## config.mk

```make
export PLATFORM = sky130hd
export DESIGN_NAME = step_sequencer
export DESIGN_NICKNAME = d
export VERILOG_FILES = /design/src/rtl/step_sequencer.sv
export SDC_FILE = /design/constraint.sdc
export NUM_CORES = 1
export LEC_CHECK = 0
export CAP_MARGIN = 0
export CORE_MARGIN = 1
export CORE_UTILIZATION = 40
export CTS_BUF_LIST = sky130_fd_sc_hd__clkbuf_8
export DETAILED_ROUTE_END_ITERATION = 8
export PLACE_DENSITY = 0.69
export SYNTH_ARGS = -nofsm -noshare
export SYNTH_HDL_FRONTEND = slang
export SYNTH_SLANG_ARGS = --single-unit
```

## constraint.sdc

```tcl
create_clock -name clk -period 3.8 [get_ports clk]
set_clock_uncertainty 0.15 [all_clocks]
set_input_delay 0.76 -clock clk [delete_from_list [all_inputs] [get_ports clk]]
set_output_delay 0.76 -clock clk [all_outputs]
set_load 0.02 [all_outputs]
```

## src/rtl/step_sequencer.sv

```systemverilog
// rtl/step_sequencer.sv - step sequencer with single-shot/loop modes and one-hot step selector
module step_sequencer #(
  parameter int STEP_W   = 4,
  parameter int MAX_STEP = 8
) (
  input  logic                   clk,
  input  logic                   rst,
  input  logic                   start,
  input  logic                   advance,
  input  logic                   clear,
  input  logic                   single,
  input  logic [STEP_W-1:0]      last_step,
  output logic [STEP_W-1:0]      step,
  output logic [2**STEP_W-1:0]   selector,
  output logic                   busy,
  output logic                   wrap,
  output logic                   done
);

  localparam int SEL_W = 2**STEP_W;
  localparam logic [STEP_W-1:0] MAX_S = STEP_W'(MAX_STEP);

  typedef enum logic {IDLE, RUN} state_t;

  state_t             state, state_n;
  logic [STEP_W-1:0]  step_n;
  logic [SEL_W-1:0]   selector_n;
  logic [STEP_W-1:0]  eff_last, eff_last_n;
  logic               mode_single, mode_single_n;
  logic               wrap_n, done_n;

  always_ff @(posedge clk or posedge rst) begin
    if (rst) begin
      state       <= IDLE;
      step        <= '0;
      selector    <= '0;
      wrap        <= 1'b0;
      done        <= 1'b0;
      eff_last    <= '0;
      mode_single <= 1'b0;
    end else begin
      state       <= state_n;
      step        <= step_n;
      selector    <= selector_n;
      wrap        <= wrap_n;
      done        <= done_n;
      eff_last    <= eff_last_n;
      mode_single <= mode_single_n;
    end
  end

  always_comb begin
    state_n       = state;
    step_n        = step;
    eff_last_n    = eff_last;
    mode_single_n = mode_single;
    wrap_n        = 1'b0;
    done_n        = 1'b0;
    if (clear) begin
      state_n = IDLE;
      step_n  = '0;
    end else begin
      case (state)
        IDLE: begin
          if (start) begin
            state_n       = RUN;
            step_n        = '0;
            eff_last_n    = (last_step > MAX_S) ? MAX_S : last_step;
            mode_single_n = single;
          end
        end
        RUN: begin
          if (advance) begin
            // >= rather than == keeps step bounded even if eff_last were ever undershot
            if (step >= eff_last) begin
              step_n = '0;
              if (mode_single) begin
                state_n = IDLE;
                done_n  = 1'b1;
              end else begin
                wrap_n = 1'b1;
              end
            end else begin
              step_n = step + STEP_W'(1);
            end
          end
        end
        default: begin
          state_n = IDLE;
          step_n  = '0;
        end
      endcase
    end
    selector_n = (state_n == RUN) ? (SEL_W'(1) << step_n) : '0;
  end

  assign busy = (state == RUN);

endmodule

```

Word level (Yosys, flattened, before mapping)
Index checks and enable logic that the tools add are counted.
{ "totals": {"ff_bits": 28, "inputBits": 10, "output_inout_bits": 23, "wordCells": 36} }
{ "classes": {"add_sub_neg": 1, "n_lt_le_gt_ge": 2, "shifts": 1, "muxes": 22, "bitwise": 2, "reduce_logical": 1} }
{ "ops": {"columns": ["op", "count"], "rows": [
  ["4-bit 2-to-1 mux", 5],
  ["16-bit 2-to-1 mux", 1],
  ["1-bit by 4-bit left shift with 16-bit output, first input constant", 1],
  ["1-bit 2-to-1 mux", 14],
  ["4-bit one-hot mux with 2 select lines", 1],
  ["4-bit by 1-bit adder with 4-bit output, second input constant", 1],
  ["4-bit >= comparator", 1],
  ["4-bit greater-than comparator, second input constant", 1],
  ["3-bit AND reduction", 1],
  ["1-bit inverter", 2],
  ["1-bit one-hot mux with 2 select lines", 1]
]} }

Logic depth before layout (Yosys ltp)
{ "depth": {"depth_word": 7, "mapped_depth": 8} }

Worst setup path before layout
OpenSTA, ideal clock, no wires.
{ "synth_timing": {"path_kind": "flip-flop to flip-flop", "from": "register step[0]", "to": "register selector[11]", "setup_ns": 0.120, "arrival_ns": 1.923, "path_slack_ns": 1.608, "stages_incl_launch_ff": 8, "n_path_buf": 0, "period_less_slack_ns": 2.192, "cell_sequence": "dfrtp_1 > inv_1 > ha_1 > nor3b_2 > o21ai_2 > a221oi_4 > nor2b_1 > and3_1"} }
{ "synth_via": {"elab_chain_cells": 7, "word_cells_on_any_way": 13, "classes_between": "add/sub: 1; order compare: 1; shift: 1; mux: 10"} }
{ "synth_lines": {"columns": ["element", "line", "text"], "rows": [
  ["start: declaration", "13", "output logic [STEP_W-1:0] step,"],
  ["start signal: assignment", "43", "step <= step_n;"],
  ["4-bit by 1-bit adder with 4-bit output / 4-bit >= comparator (equally long branches)", "84, 75", null],
  ["4-bit 2-to-1 mux (*)", "75", "if (step >= eff_last) begin"],
  ["4-bit 2-to-1 mux (*)", "73", "if (advance) begin"],
  ["4-bit one-hot mux with 2 select lines (*)", "63", "case (state)"],
  ["4-bit 2-to-1 mux (*)", "59", "if (clear) begin"],
  ["via step_n[2]", "26", "logic [STEP_W-1:0] step_n;"],
  ["1-bit by 4-bit left shift with 16-bit output (*)", "94", "selector_n = (state_n == RUN) ? (SEL_W'(1) << step_n) : '0;"],
  ["16-bit 2-to-1 mux (*)", "94", null],
  ["via selector_n[11]", "27", "logic [SEL_W-1:0] selector_n;"],
  ["end signal: assignment", "44", "selector <= selector_n;"],
  ["end: declaration", "14", "output logic [2**STEP_W-1:0] selector,"]
]} }
Mark *: on every way through the listed nets, which the timed path passes. The rest lies on a longest branch.
A chain may end at the register's enable or synchronous reset.

Final worst setup path
{ "layout_timing": {"from": "input advance", "to": "register selector[0]"} }
{ "layout_via": {"elab_chain_cells": 5, "word_cells_on_any_way": 8, "classes_between": "shift: 1; mux: 7"} }
{ "layout_lines": {"columns": ["element", "line", "text"], "rows": [
  ["start: declaration", "9", "input logic advance,"],
  ["4-bit 2-to-1 mux", "73", null],
  ["4-bit one-hot mux with 2 select lines", "63", null],
  ["4-bit 2-to-1 mux", "59", null],
  ["1-bit by 4-bit left shift with 16-bit output", "94", null],
  ["16-bit 2-to-1 mux (*)", "94", null],
  ["via selector_n[0]", "27", null]
]} }
Marks and branches as above.

==> flow_summary.ini <==
[route]
detailroute.via_count = 963
routed_wire_length_per_instance_um = 12.7
route.final.wire_length_um = 2460
routed_via_density = 4.99
detailedRoute.firstIterationViolations = 14
drtAntennaViolNets = 0
drt_pass1_iterations = 4
drc_errors = 0

[logic_synthesis]
post_synth_instance_area_um2 = 1310
synthDistinctLibCells = 42
yosys-mux-area-fraction_pct = 2.48
synth_fa_ha_area_share_pct = 4.77
synthXorXnorAreaFrac_pct = 0
synth-seq-cells = 28
synth_compound_area_share_pct = 11.4
number_of_enable_type_register_cells_in_the_synthesized_netlist = 0
ys_async_sr_fraction_pct = 100
yosysWarnings = 0
post_synth.cell_area_avg_um2 = 11.3
synth_top_flop_cell = sky130_fd_sc_hd__dfrtp_1
largest_family_of_logic_cells_by_synthesized_area = simple AND/OR/NAND/NOR gates
syn-instance-count = 116
proportion_of_synthesized_chip_area_in_sequential_cells_pct = 53.4
synth_fp_nets = 131
synth_simple_gate_area_share_pct = 23.6

[floorplan]
initial_utilization_pct = 42.6
floorplan.die.width_um = 59.3
rows = 20
fp.coreArea_um2 = 3080
io_pins = 33
chipHeight_um = 59.3
dieArea_um2 = 3510

[cts]
clk_transition_reported_paths_ns = 0.09
worstSkewPairLatency_ns = 0.27
cts_root_buf = sky130_fd_sc_hd__clkbuf_8
post_cts_resize_count = 0
ctsHoldBuffers = 0
number_of_buffers_created_by_cts = 3
cts_tree = built
cts_setup_buffers = 0
clockBufferDepth = 2
tritoncts_num_sinks = 28
cts_htree_levels = 1

[power]
leakage_uw = 0.000772
power_frac_seq_pct = 50.1
comb_power_share_pct = 13.9
cell_internal_pwr_uw = 489
netSwitchingFraction_pct = 23.2
power_consumption_uw = 637
power_density_nw_per_um2 = 368
power.share.clock_pct = 36.0
max-vdd-ir-drop_v = 0.000177
power_switching_uw = 148

[sta]
tns_ns = 0
final_count_of_pins_violating_max_slew = 0
finalSetupViolations = 0
grt_setup_unrepaired = false
final-hold-violation-count = 0
tightest_slew_ns = 1.01
max_freq_mhz = 369
min_period_over_period_pct = 71.4
hold-worst-slack_ns = 0.332
max-slew-margin-rel_pct = 32.3
post-route-min-period_ns = 2.71

[worst_setup_path]
worst_setup_path_start_kind = primary input
kind_of_critical_path = primary input to register
critical_path.max_fanout = 13
critPathLaunch = advance
worstReg2RegStart = step[0]$_DFF_PP0_
cpPeakStageDelay_ns = 0.65
critical_path_buf_inv_count = 1
timing.critical_path.to_type = register
cpLargestDelayFamily = compound AO/OA/AOI/OAI gates
cp_data_arrival_time_ns = 2.72
critical-path-slowest-cell = sky130_fd_sc_hd__a21oi_1
worstPathRequired_ns = 3.81
critical_path.cell_chain = clkdlybuf4s50_1, and2_2, o2111ai_1, a21oi_1, or2_2, nor2_1

[global_routing]
grt_first_pass_wirelength_um = 4360
gr-total-overflow = 0
first_global_vias = 987
antenna_found_initial = 0
grt_max_degree = 29
groute.usage.overall_pct = 16.6

[place]
place_inst = 189
place_hpwl_um = 1800
gp_congestion = 0.952
port-buffer-count = 32

[hold_path]
hp-class = register to register
hp-start = mode_single$_DFFE_PP0P_

[cells_and_area]
fillCellCount = 274
area_delta_synth_final_pct = 32.0
nets = 165
drive_gt1_share_pct = 12.8
post_layout_nonfiller_instances = 193
fin_util_pct = 56.2
final_antenna_diode_count = 0

[run]
maxCapViolCount = 0

[outcome]
run_status = completed
layer usage:
metal | global-route usage [%] | wire length, µm | vias to the layer above
met5 | 0 | 0 | -
met4 | 8.84 | 63 | 0
met3 | 2.18 | 96 | 9
met2 | 28.3 | 1250 | 35
met1 | 20.4 | 1050 | 456
li1 | - | - | 463
cells in the final DEF (no fill, tap or decap), drive strengths merged, types with 2 or more instances in the layout:
cell / n
a21oi: 4
ha: 5
clkdlybuf4s50: 32
nand4: 2
nand2b: 7
or2: 2
dfrtp: 28
nand3: 3
clkbuf: 3
and2: 2
nand2: 9
and3: 3
o21ai: 4
mux2: 2
nor2: 11
nor3b: 5
inv: 8
nor3: 2
o211ai: 2
state kept, by name, indices dropped and copies added (netlist names):
signal       flops
selector        16
eff_last         4
step             4
busy             1
done             1
mode_single      1
wrap             1
cell type report:
cell class	instances	area [µm²]	share of cell area [%]
clock buffer	3	41.3	2.39
clock inverter	1	30.0	1.74
inverter	8	30.0	1.74
multi-input combinational	77	553	32.0
sequential	28	701	40.5
tap	44	55.1	3.18
timing repair buffer	32	320	18.5
power by group through the flow:
stage / clock network (µW) / logic, µW / registers (µW)
final: 229 / 88.5 / 319
after global routing: 247 / 98.5 / 322
after CTS: 233 / 89.3 / 319
after detailed placement: 0 / 88.0 / 325
after global placement: 0 / 85.9 / 325
after floorplan: 0 / 59.3 / 326
metrics by stage:
step	setup slack, ns	cell area [µm²]
5_1_grt	0.903	1730
6_report	1.09	1730
2_1_floorplan	1.61	1310
3_3_place_gp	0.960	1660
3_5_place_dp	0.870	1660
4_1_cts	1.12	1730
worst paths after layout:
kind / endpoint / slack (ns) / depth (start not counted)
setup / recovery: selector[0]$_DFF_PP0_ / 1.09 / 6
min in group asynchronous: selector[0]$_DFF_PP0_ / 0.88 / 2
setup reg to reg: selector[0]$_DFF_PP0_ / 1.24 / 7
max in group asynchronous: step[1]$_DFF_PP0_ / 2.01 / 2
hold / removal: wrap$_DFF_PP0_ / 0.33 / 1
hold reg to reg: wrap$_DFF_PP0_ / 0.33 / 1
logic make-up (layout without fill, tap and decap cells):
kind of cell / Yosys count / after routing
buffers and inverters: 11 / 44
AO/OA/AOI/OAI: 17 / 17
adder cells (fa/ha/maj): 5 / 5
multiplexers: 3 / 3
AND/OR/NAND/NOR: 52 / 52
flip-flops: 28 / 28
cell usage after synthesis (3+ instances only):
library cell               number  share of area (%)
sky130_fd_sc_hd__a21oi_1        3                1.1
sky130_fd_sc_hd__dfrtp_1       28                 53
sky130_fd_sc_hd__ha_1           5                4.8
sky130_fd_sc_hd__inv_1          8                2.3
sky130_fd_sc_hd__nand2_1        8                2.3
sky130_fd_sc_hd__nand2b_1       7                3.3
sky130_fd_sc_hd__nand3_1        3                1.1
sky130_fd_sc_hd__nor2_1        11                3.1
sky130_fd_sc_hd__nor3b_1        4                2.3
sky130_fd_sc_hd__o21ai_0        3                1.1
Power figures use the tool's default switching activity.
==> variant (same flow settings) <==
Set the parameter `STEP_W` to 3 (it was 4).
--- a/src/rtl/step_sequencer.sv
+++ b/src/rtl/step_sequencer.sv
@@ -2,3 +2,3 @@
 module step_sequencer #(
-  parameter int STEP_W   = 4,
+  parameter int STEP_W   = 3,
   parameter int MAX_STEP = 8
Interface: changed (resized last_step, selector and step); port bits go from 33 to 23. The function was not compared with the original's and may differ.
==> variant against the original RTL <==
Maximum frequency is 16% higher; cell area shrank 36%; largest power group unchanged; power shrank 39%; setup slack better by 0.37 ns; first-iteration DRC count is the same; routed wire length down 36%; highest routed layer is now met3; synthesized area is 36% lower; count of clock-buffer cells in the layout up 1; register-to-register slack better by 0.42 ns; sequential cell count fell by 10; die area fell by 35%; non-clock buffer count down 13; combinational power decreased by 62%.
==> variant: results (changes against the original RTL) <==
- The worst IR drop on VDD is 0.173 mV (-2.4%).
- Number of buffers added by the clock tree synthesis step: 3 (unchanged)
* Number of cells traversed by the worst hold path: 1 (unchanged)
- All-layer global routing usage: 0.148 (-0.0179)
* Min-Delay Path Class: reg2reg
- The via count of the first global-routing pass is 538 (-45%).
- Top Registers: selector x8, eff_last x3, step x3
- The latest clock arrival within the worst-skew pair is 0.25 ns (-0.02 ns).
- Initial antenna violation count: 0 (unchanged)
- Master of the slowest instance on the critical path: sky130_fd_sc_hd__clkdlybuf4s50_1
- After synthesis, the most frequently instantiated cells are 18 x sky130_fd_sc_hd__dfrtp_1, 11 x sky130_fd_sc_hd__nor3_1, 8 x sky130_fd_sc_hd__inv_1, 6 x sky130_fd_sc_hd__nand2_1, 5 x sky130_fd_sc_hd__nor2_1.
* Standby leakage power: 0.489 nW (-37%)
* Synth async-reset ratio: 1.00 (unchanged)
* Maximum number of pins on one net before global-route repair: 19 (-34%)
- The number of nets in the final layout came to 115 (-30%).
* Number of resized instances in the post-cts repair step: 0 (unchanged)
- Result of the run: completed
- Transition at the pin with the smallest max-transition slack: 0.663 ns (-0.352 ns)
* Nets in the synthesized netlist: 92 (-30%)
* Most area-consuming cells after synthesis: sky130_fd_sc_hd__dfrtp_1 54%, sky130_fd_sc_hd__nor3_1 6.6%, sky130_fd_sc_hd__ha_1 6.0%
- The biggest cell delay along the critical path was 0.67 ns (+0.02 ns).
- Root Buffer: sky130_fd_sc_hd__clkbuf_8
* Routability-driven placement congestion ratio: 0.763 (-20%)
- Clock input transition at the sequential cells of the worst setup and hold paths: 0.06 ns (-0.03 ns)
- The total number of H-tree levels was 1 (unchanged).
- The highest fanout seen on the critical path is 10 (-3).
- Global-route wire length before repair: 2350 um (-46%)
- The data arrival time of the critical path is 1.43 ns (-1.29 ns).
* Count of distinct cell types in the synthesized netlist: 29 (-31%)
- The number of optimization iterations in the first detailed-route pass was 4 (unchanged).
- Cell family with most CP delay: buffers and inverters
- The layout cell share with drive strength beyond 1 is 0.0891 (-0.0384).
- The detailed-route wire length was 1580 um (-36%).
* HPWL after detailed placement: 1150 um (-36%)
* Number of port buffers: 19 (-41%)
- Ys Warns: 0 (unchanged)
- The number of antenna cells inserted came to 0 (unchanged).
- The sequential area share after synthesis is 0.537 (+0.00296).
* Postcts setup bufs: 0 (unchanged)
* Length in cells of the worst reg-to-reg path: 6 (-1)
- The violation count after the first detailed-routing iteration is 14 (unchanged).
- Top register by number of flip-flops: selector
- The maximum buffer depth of the clock tree came to 2 (unchanged).
- The via count is 659 (-32%).
## variant: per-layer routing
metal	track usage	up-vias	routed length, um
met5	0	-	0
met1	0.211	313	787
met3	0.0226	0	63
met2	0.224	15	734
li1	-	331	-
met4	0.0611	0	0
## variant: logic make-up after synthesis
kind of cell / count (synthesis) / share of synthesized area
and+or+nand+nor: 33 / 0.204
DFF: 18 / 0.537
AOI/OAI and AO/OA: 14 / 0.145
buffers and inverters: 9 / 0.0403
adders and majority gates: 4 / 0.0597
muxes: 1 / 0.0134
## variant: where the power goes
group	switching, mW	internal (mW)
sequential	0.00442	0.196
clock	0.0596	0.0919
combinational	0.0184	0.0155
total	0.0824	0.304
## variant: stage by stage
step | instances | hold slack (ns) | worst slack, ns | cell area (sq um) | total power, mW
finish | 128 | 0.353 | 1.46 | 1110 | 0.386
global route | 128 | 0.371 | 1.40 | 1110 | 0.405
CTS | 128 | 0.359 | 1.46 | 1110 | 0.390
detailed placement | 124 | 0.342 | 1.39 | 1060 | 0.238
global placement | 124 | 0.326 | 1.41 | 1060 | 0.237
floorplan | 79 | 0.313 | 1.62 | 838 | 0.222
## variant: final cells by class
class | instances | area [sq um]
clock buffer | 4 | 55.1
multi-input combinational | 52 | 354
tap | 27 | 33.8
sequential | 18 | 450
fill | 178 | 848
inverter | 8 | 30.0
timing repair buffer | 19 | 190
## variant: final timing paths
kind	endpoint	startpoint	slack [ns]
worst min register to register	eff_last[0]	eff_last[0]	0.35
min in group asynchronous	done	rst	0.76
worst max register to register	selector[5]	step[0]	1.66
worst max-delay path	step[0]	step[0]	1.46
worst min-delay path	eff_last[0]	eff_last[0]	0.35
max in group asynchronous	selector[3]	rst	2.31
